==> config.mk <==
export PLATFORM = sky130hd
export DESIGN_NAME = fc_result_packer
export DESIGN_NICKNAME = d
export VERILOG_FILES = /design/src/rtl/fc_pkg.sv /design/src/rtl/fc_act_unit.sv /design/src/rtl/fc_result_packer.sv
export SDC_FILE = /design/constraint.sdc
export NUM_CORES = 1
export LEC_CHECK = 0
export BUFFER_PORTS_ARGS = -buffer_cell sky130_fd_sc_hd__buf_2
export CAP_MARGIN = 0
export CORE_UTILIZATION = 36
export CTS_CLUSTER_SIZE = 20
export DETAILED_ROUTE_END_ITERATION = 10
export HOLD_SLACK_MARGIN = 0.1
export MAX_ROUTING_LAYER = met4
export PLACE_DENSITY = 0.54
export SETUP_SLACK_MARGIN = 0.1
export SYNTH_ARGS = -nofsm -noshare
export SYNTH_HDL_FRONTEND = slang
export SYNTH_HIERARCHICAL = 1
export SYNTH_SLANG_ARGS = --single-unit
==> constraint.sdc <==
create_clock -name clk -period 2.7 [get_ports clk]
set_clock_uncertainty 0.2 [all_clocks]
set_input_delay 0.405 -clock clk [delete_from_list [all_inputs] [get_ports clk]]
set_output_delay 0.405 -clock clk [all_outputs]
set_load 0.005 [all_outputs]
==> src/rtl/fc_pkg.sv <==
// Shared types and constants for the FC result packer slice.
package fc_pkg;

  typedef enum logic {
    S_IDLE = 1'b0,
    S_PACK = 1'b1
  } fc_state_e;

  localparam int unsigned FC_BYTE_W     = 8;
  localparam int unsigned FC_WORD_BYTES = 4;
  localparam int unsigned FC_MAX_NODES  = 128;

  function automatic logic [7:0] fc_relu(input logic signed [7:0] x);
    return x[7] ? 8'h00 : x;
  endfunction

endpackage

==> src/rtl/fc_act_unit.sv <==
// Activation applied to each FC result byte before packing.
// FC_PACKER_RELU_EN selects fused ReLU; otherwise bytes pass through unchanged.
module fc_act_unit
  import fc_pkg::*;
(
  input  logic [FC_BYTE_W-1:0] x,
  output logic [FC_BYTE_W-1:0] y
);

  always_comb begin
`ifdef FC_PACKER_RELU_EN
    y = fc_relu(x);
`else
    y = x;
`endif
  end

endmodule

==> src/rtl/fc_result_packer.sv <==
// Packs activated int8 FC results into little-endian SRAM words with byte strobes.
// Optional fused ReLU via FC_PACKER_RELU_EN (see fc_act_unit).
module fc_result_packer
  import fc_pkg::*;
#(
  parameter int unsigned ADDR_WIDTH = 10,
  parameter int unsigned WORD_BYTES = 4
) (
  input  logic                      clk,
  input  logic                      rst,
  input  logic                      fc_valid_i,
  input  logic                      last_i,
  input  logic [7:0]                fc_result_i,
  input  logic [ADDR_WIDTH-1:0]     base_addr_i,
  output logic                      wr_en_o,
  output logic [ADDR_WIDTH-1:0]     wr_addr_o,
  output logic [8*WORD_BYTES-1:0]   wr_data_o,
  output logic [WORD_BYTES-1:0]     wr_strb_o,
  output logic                      done_o,
  output logic [7:0]                frame_len_o
);

  localparam logic [1:0] LAST_LANE = 2'(WORD_BYTES - 1);

  fc_state_e                   state_q, state_d;
  logic [1:0]                  lane_q, lane_d;
  logic [ADDR_WIDTH-1:0]       ptr_q, ptr_d;
  logic [7:0]                  cnt_q, cnt_d;
  logic [8*WORD_BYTES-1:0]     buf_q, buf_d;

  logic                        wr_en_d, done_d;
  logic [ADDR_WIDTH-1:0]       wr_addr_d;
  logic [8*WORD_BYTES-1:0]     wr_data_d;
  logic [WORD_BYTES-1:0]       wr_strb_d;
  logic [7:0]                  frame_len_d;

  logic [7:0]                  act_byte;
  logic [1:0]                  cur_lane;
  logic [ADDR_WIDTH-1:0]       cur_ptr;
  logic [7:0]                  cur_cnt;
  logic [8*WORD_BYTES-1:0]     cur_word;

  fc_act_unit u_act (
    .x (fc_result_i),
    .y (act_byte)
  );

  // The first byte of a frame takes pointer/count from the inputs directly,
  // so a frame can start in the same cycle the previous one is flushing.
  always_comb begin
    state_d     = state_q;
    lane_d      = lane_q;
    ptr_d       = ptr_q;
    cnt_d       = cnt_q;
    buf_d       = buf_q;
    wr_en_d     = 1'b0;
    wr_addr_d   = wr_addr_o;
    wr_data_d   = wr_data_o;
    wr_strb_d   = '0;
    done_d      = 1'b0;
    frame_len_d = frame_len_o;

    if (state_q == S_IDLE) begin
      cur_lane = '0;
      cur_ptr  = base_addr_i;
      cur_cnt  = 8'd1;
      cur_word = '0;
    end else begin
      cur_lane = lane_q;
      cur_ptr  = ptr_q;
      cur_cnt  = 8'(cnt_q + 8'd1);
      cur_word = buf_q;
    end
    cur_word[8*cur_lane +: 8] = act_byte;

    if (fc_valid_i) begin
      cnt_d = cur_cnt;
      if (cur_lane == LAST_LANE || last_i) begin
        wr_en_d   = 1'b1;
        wr_addr_d = cur_ptr;
        wr_data_d = cur_word;
        for (int unsigned i = 0; i < WORD_BYTES; i++) begin
          wr_strb_d[i] = (2'(i) <= cur_lane);
        end
        ptr_d  = cur_ptr + 1'b1;
        lane_d = '0;
        buf_d  = '0;
        if (last_i) begin
          done_d      = 1'b1;
          frame_len_d = cur_cnt;
          state_d     = S_IDLE;
        end else begin
          state_d = S_PACK;
        end
      end else begin
        buf_d   = cur_word;
        lane_d  = cur_lane + 2'd1;
        ptr_d   = cur_ptr;
        state_d = S_PACK;
      end
    end
  end

  always_ff @(posedge clk) begin
    if (rst) begin
      state_q     <= S_IDLE;
      lane_q      <= '0;
      ptr_q       <= '0;
      cnt_q       <= '0;
      buf_q       <= '0;
      wr_en_o     <= 1'b0;
      wr_addr_o   <= '0;
      wr_data_o   <= '0;
      wr_strb_o   <= '0;
      done_o      <= 1'b0;
      frame_len_o <= '0;
    end else begin
      state_q     <= state_d;
      lane_q      <= lane_d;
      ptr_q       <= ptr_d;
      cnt_q       <= cnt_d;
      buf_q       <= buf_d;
      wr_en_o     <= wr_en_d;
      wr_addr_o   <= wr_addr_d;
      wr_data_o   <= wr_data_d;
      wr_strb_o   <= wr_strb_d;
      done_o      <= done_d;
      frame_len_o <= frame_len_d;
    end
  end

endmodule

==> flow_metrics.tcl <==
set metrics [dict create \
    wl_per_cell_um 15.8 \
    async_flop_share 0 \
    dp_hpwl_mm 8.94 \
    core-area_um2 13300 \
    swShare 0.246 \
    area_growth_syn_to_layout_pct 16.6 \
    worst_setup_path_start_kind "flip-flop" \
    final_common_cell "dfxtp_1" \
    tightest_slew_ns 0.794 \
    whs_ns 0.144 \
    num_antenna_cells 0 \
    place_congestion 0.786 \
    syn_avg_cell_area_um2 8.57 \
    cpMostUsedCell "mux2i_1" \
    rows 42 \
    synth_area_leaders "dfxtp_1 (44%), nand2_1 (5.4%), nor2_1 (4.7%)" \
    antenna_found_initial 0 \
    cp_slowest_cell "dfxtp_1" \
    regToRegSetupSlack_ns 0.31 \
    power_frac_seq 0.502 \
    synth_edf_count 0 \
    hp-start "fc_result_i[2]" \
    setup_viol 0 \
    crit_chain "buf_4 -> mux2i_1 -> inv_1 -> ha_1 -> o21ai_1 -> mux2i_1 -> a2111oi_0" \
    cts_tree "yes" \
    path_max_fanout 20 \
    leakage_nw 2.29 \
    layout_min_cycle_time_ns 2.39 \
    tns_ns 0 \
    hold_class "in2reg" \
    yosysTopAreaCell "dfxtp_1" \
    cts_made_buffers 9 \
    cts_hold_buf 0 \
    critPathMaxStageDelay_ns 0.42 \
    place_inst 799 \
    report.final.slew_viol_count 0 \
    grt_use_total 0.195 \
    layout_common_cells "dfxtp_1 (109), buf_2 (77), nand2_1 (70)" \
    min_path_cells 3 \
    ant_nets 0 \
    ir_drop_v 0.000345 \
    ys_warn_count 6 \
    die_area_um2 14300 \
    initial_core_util 0.372 \
    dr.pass1.iters 5 \
    cts.clk_slew.worst_paths_ns 0.07 \
    synthesis.nets 609 \
    final.period_utilization 0.885 \
    dr.first_iter.drc_count 227 \
    cts_root_buf "clkbuf_16" \
    hold_end "buf_q[2]" \
    syn-instance-count 579 \
    vias 4286 \
    critPathArrivalTime_ns 2.42 \
    htreeDepth 3 \
    drc_errors 0 \
    io_buffers 77 \
    die_y_um 119 \
    grt_pass1_vias 4252 \
    switchingPower_uw 821 \
    drive_gt1_frac 0.196 \
    final_core_util 0.434 \
    status "finished, final reports clean" \
    ys_seq_area_frac 0.440 \
    endpoint_kind "flip-flop" \
    p_clk_frac 0.399 \
    synth_cell_types 63 \
    nNetsFinal 664 \
    rsz0062_at_grt "false" \
    p_comb_frac 0.099 \
    die-width_um 119 \
    pin_count 78 \
    finalNonFillerCells 815 \
    grt_max_degree 38 \
    max_freq_ghz 0.419 \
    insertion_delay_ns 0.36 \
    max-slew-margin-rel 0.470 \
    critical_path_class "reg2reg" \
    synth-seq-cells 109 \
    rr_worst_depth 7 \
    wirelength_mm 12.9 \
    r2r-start "state_q" \
    clock-sinks 109 \
    worst-endpoint-required_ns 2.73 \
    p_int_mw 2.52 \
    pwr_density_cell_nw_per_um2 577 \
    r2r-end "ptr_q[2]" \
    vias_per_cell 5.26 \
    clockBufferDepth 2 \
    maxCapViolCount 0 \
    synth_top_area_frac 0.440 \
    overflow 0 \
    grt_pass1_wl_mm 21.1 \
    hold_viol_final 0 \
    ys.flop_type "dfxtp_1" \
    synth_area_um2 4960 \
]
## metrics by stage
step	setup WS [ns]	area [um2]	power (mW)
finish	0.311	5790	3.34
global route	0.125	5790	3.48
CTS	0.295	5780	3.38
detailed placement	0.326	5490	2.05
global placement	0.429	5490	2.04
floorplan	0.101	4990	1.94
## synthesized netlist by cell type, types with 3 or more instances
cell,number
a211oi_1,13
a21oi_1,33
a221oi_1,8
a22oi_1,8
a2bb2oi_1,24
buf_2,11
buf_4,10
clkbuf_1,28
dfxtp_1,109
ha_1,8
inv_1,44
mux2i_1,9
nand2_1,71
nand2b_1,10
nand3_1,9
nand4b_1,3
nor2_1,62
nor2b_1,4
nor3_1,19
nor3b_1,3
o21a_1,3
o21ai_0,11
o311ai_0,3
o32ai_1,24
xnor2_1,5
## layer usage
layer / part of all wire / GRT usage / up-vias
met4: 0.0089 / 0.0617 / 0
li1: - / - / 2147
met3: 0.031 / 0.0508 / 8
met2: 0.50 / 0.327 / 75
met1: 0.46 / 0.227 / 2056
met5: 0 / - / -
## worst max path at each step
stage,from,endpoint,slack (ns),cells past startpoint
final,state_q,ptr_q[2],0.31,7
after global routing,state_q,ptr_q[2],0.12,7
after CTS,state_q,wr_data_o[20],0.30,6
after detailed placement,state_q,wr_data_o[18],0.33,6
after global placement,state_q,ptr_q[3],0.43,7
after floorplan,state_q,buf_q[0],0.10,12
## cell type report
type                            count  area (um2)
Fill cell                        1381        7560
Multi-Input combinational cell    374        2390
Sequential cell                   109        2180
Timing Repair Buffer               96         541
Clock buffer                       12         246
Tap cell                          176         220
Inverter                           44         165
Clock inverter                      4        47.5
## critical path, delay by kind of cell, from the launching register on
kind	cells	cell delay (ns)
AO/OA/AOI/OAI	2	0.64
adder cells (fa/ha/maj)	1	0.23
buffers and inverters	2	0.37
flip-flops	1	0.42
multiplexers	2	0.39
## repair_timing
action | 4_1_cts | 5_1_grt
setup buffers | 0 | 0
gates resized for setup | 0 | 1
setup endpoints to repair | 0 | 3
## power by group through the flow
stage | sequential (mW) | combinational [mW] | clock (mW)
2_1_floorplan | 1.71 | 0.227 | 0
3_3_place_gp | 1.71 | 0.332 | 0
3_5_place_dp | 1.71 | 0.334 | 0
4_1_cts | 1.68 | 0.335 | 1.37
5_1_grt | 1.68 | 0.366 | 1.43
6_report | 1.68 | 0.332 | 1.33
## logic make-up (layout without fill, tap and decap cells)
family                     count (synthesis)  in the layout  share of synthesized area
adders and majority gates                  8              8                     0.0202
and+or+nand+nor                          198            198                      0.192
muxes                                     11             11                     0.0232
buffers and inverters                     96            156                     0.0844
DFF                                      109            109                      0.440
xor gates and xnor gates                   7              7                     0.0123
AOI/OAI and AO/OA                        150            150                      0.229
## registers in the layout (all words and copies together) (netlist names)
name,count
done_o,1
cnt_q,8
wr_addr_o,10
wr_en_o,1
frame_len_o,8
wr_data_o,32
ptr_q,10
wr_strb_o,4
buf_q,32
lane_q,2
state_q,1
Note: power is estimated with default switching activity, not from simulation.
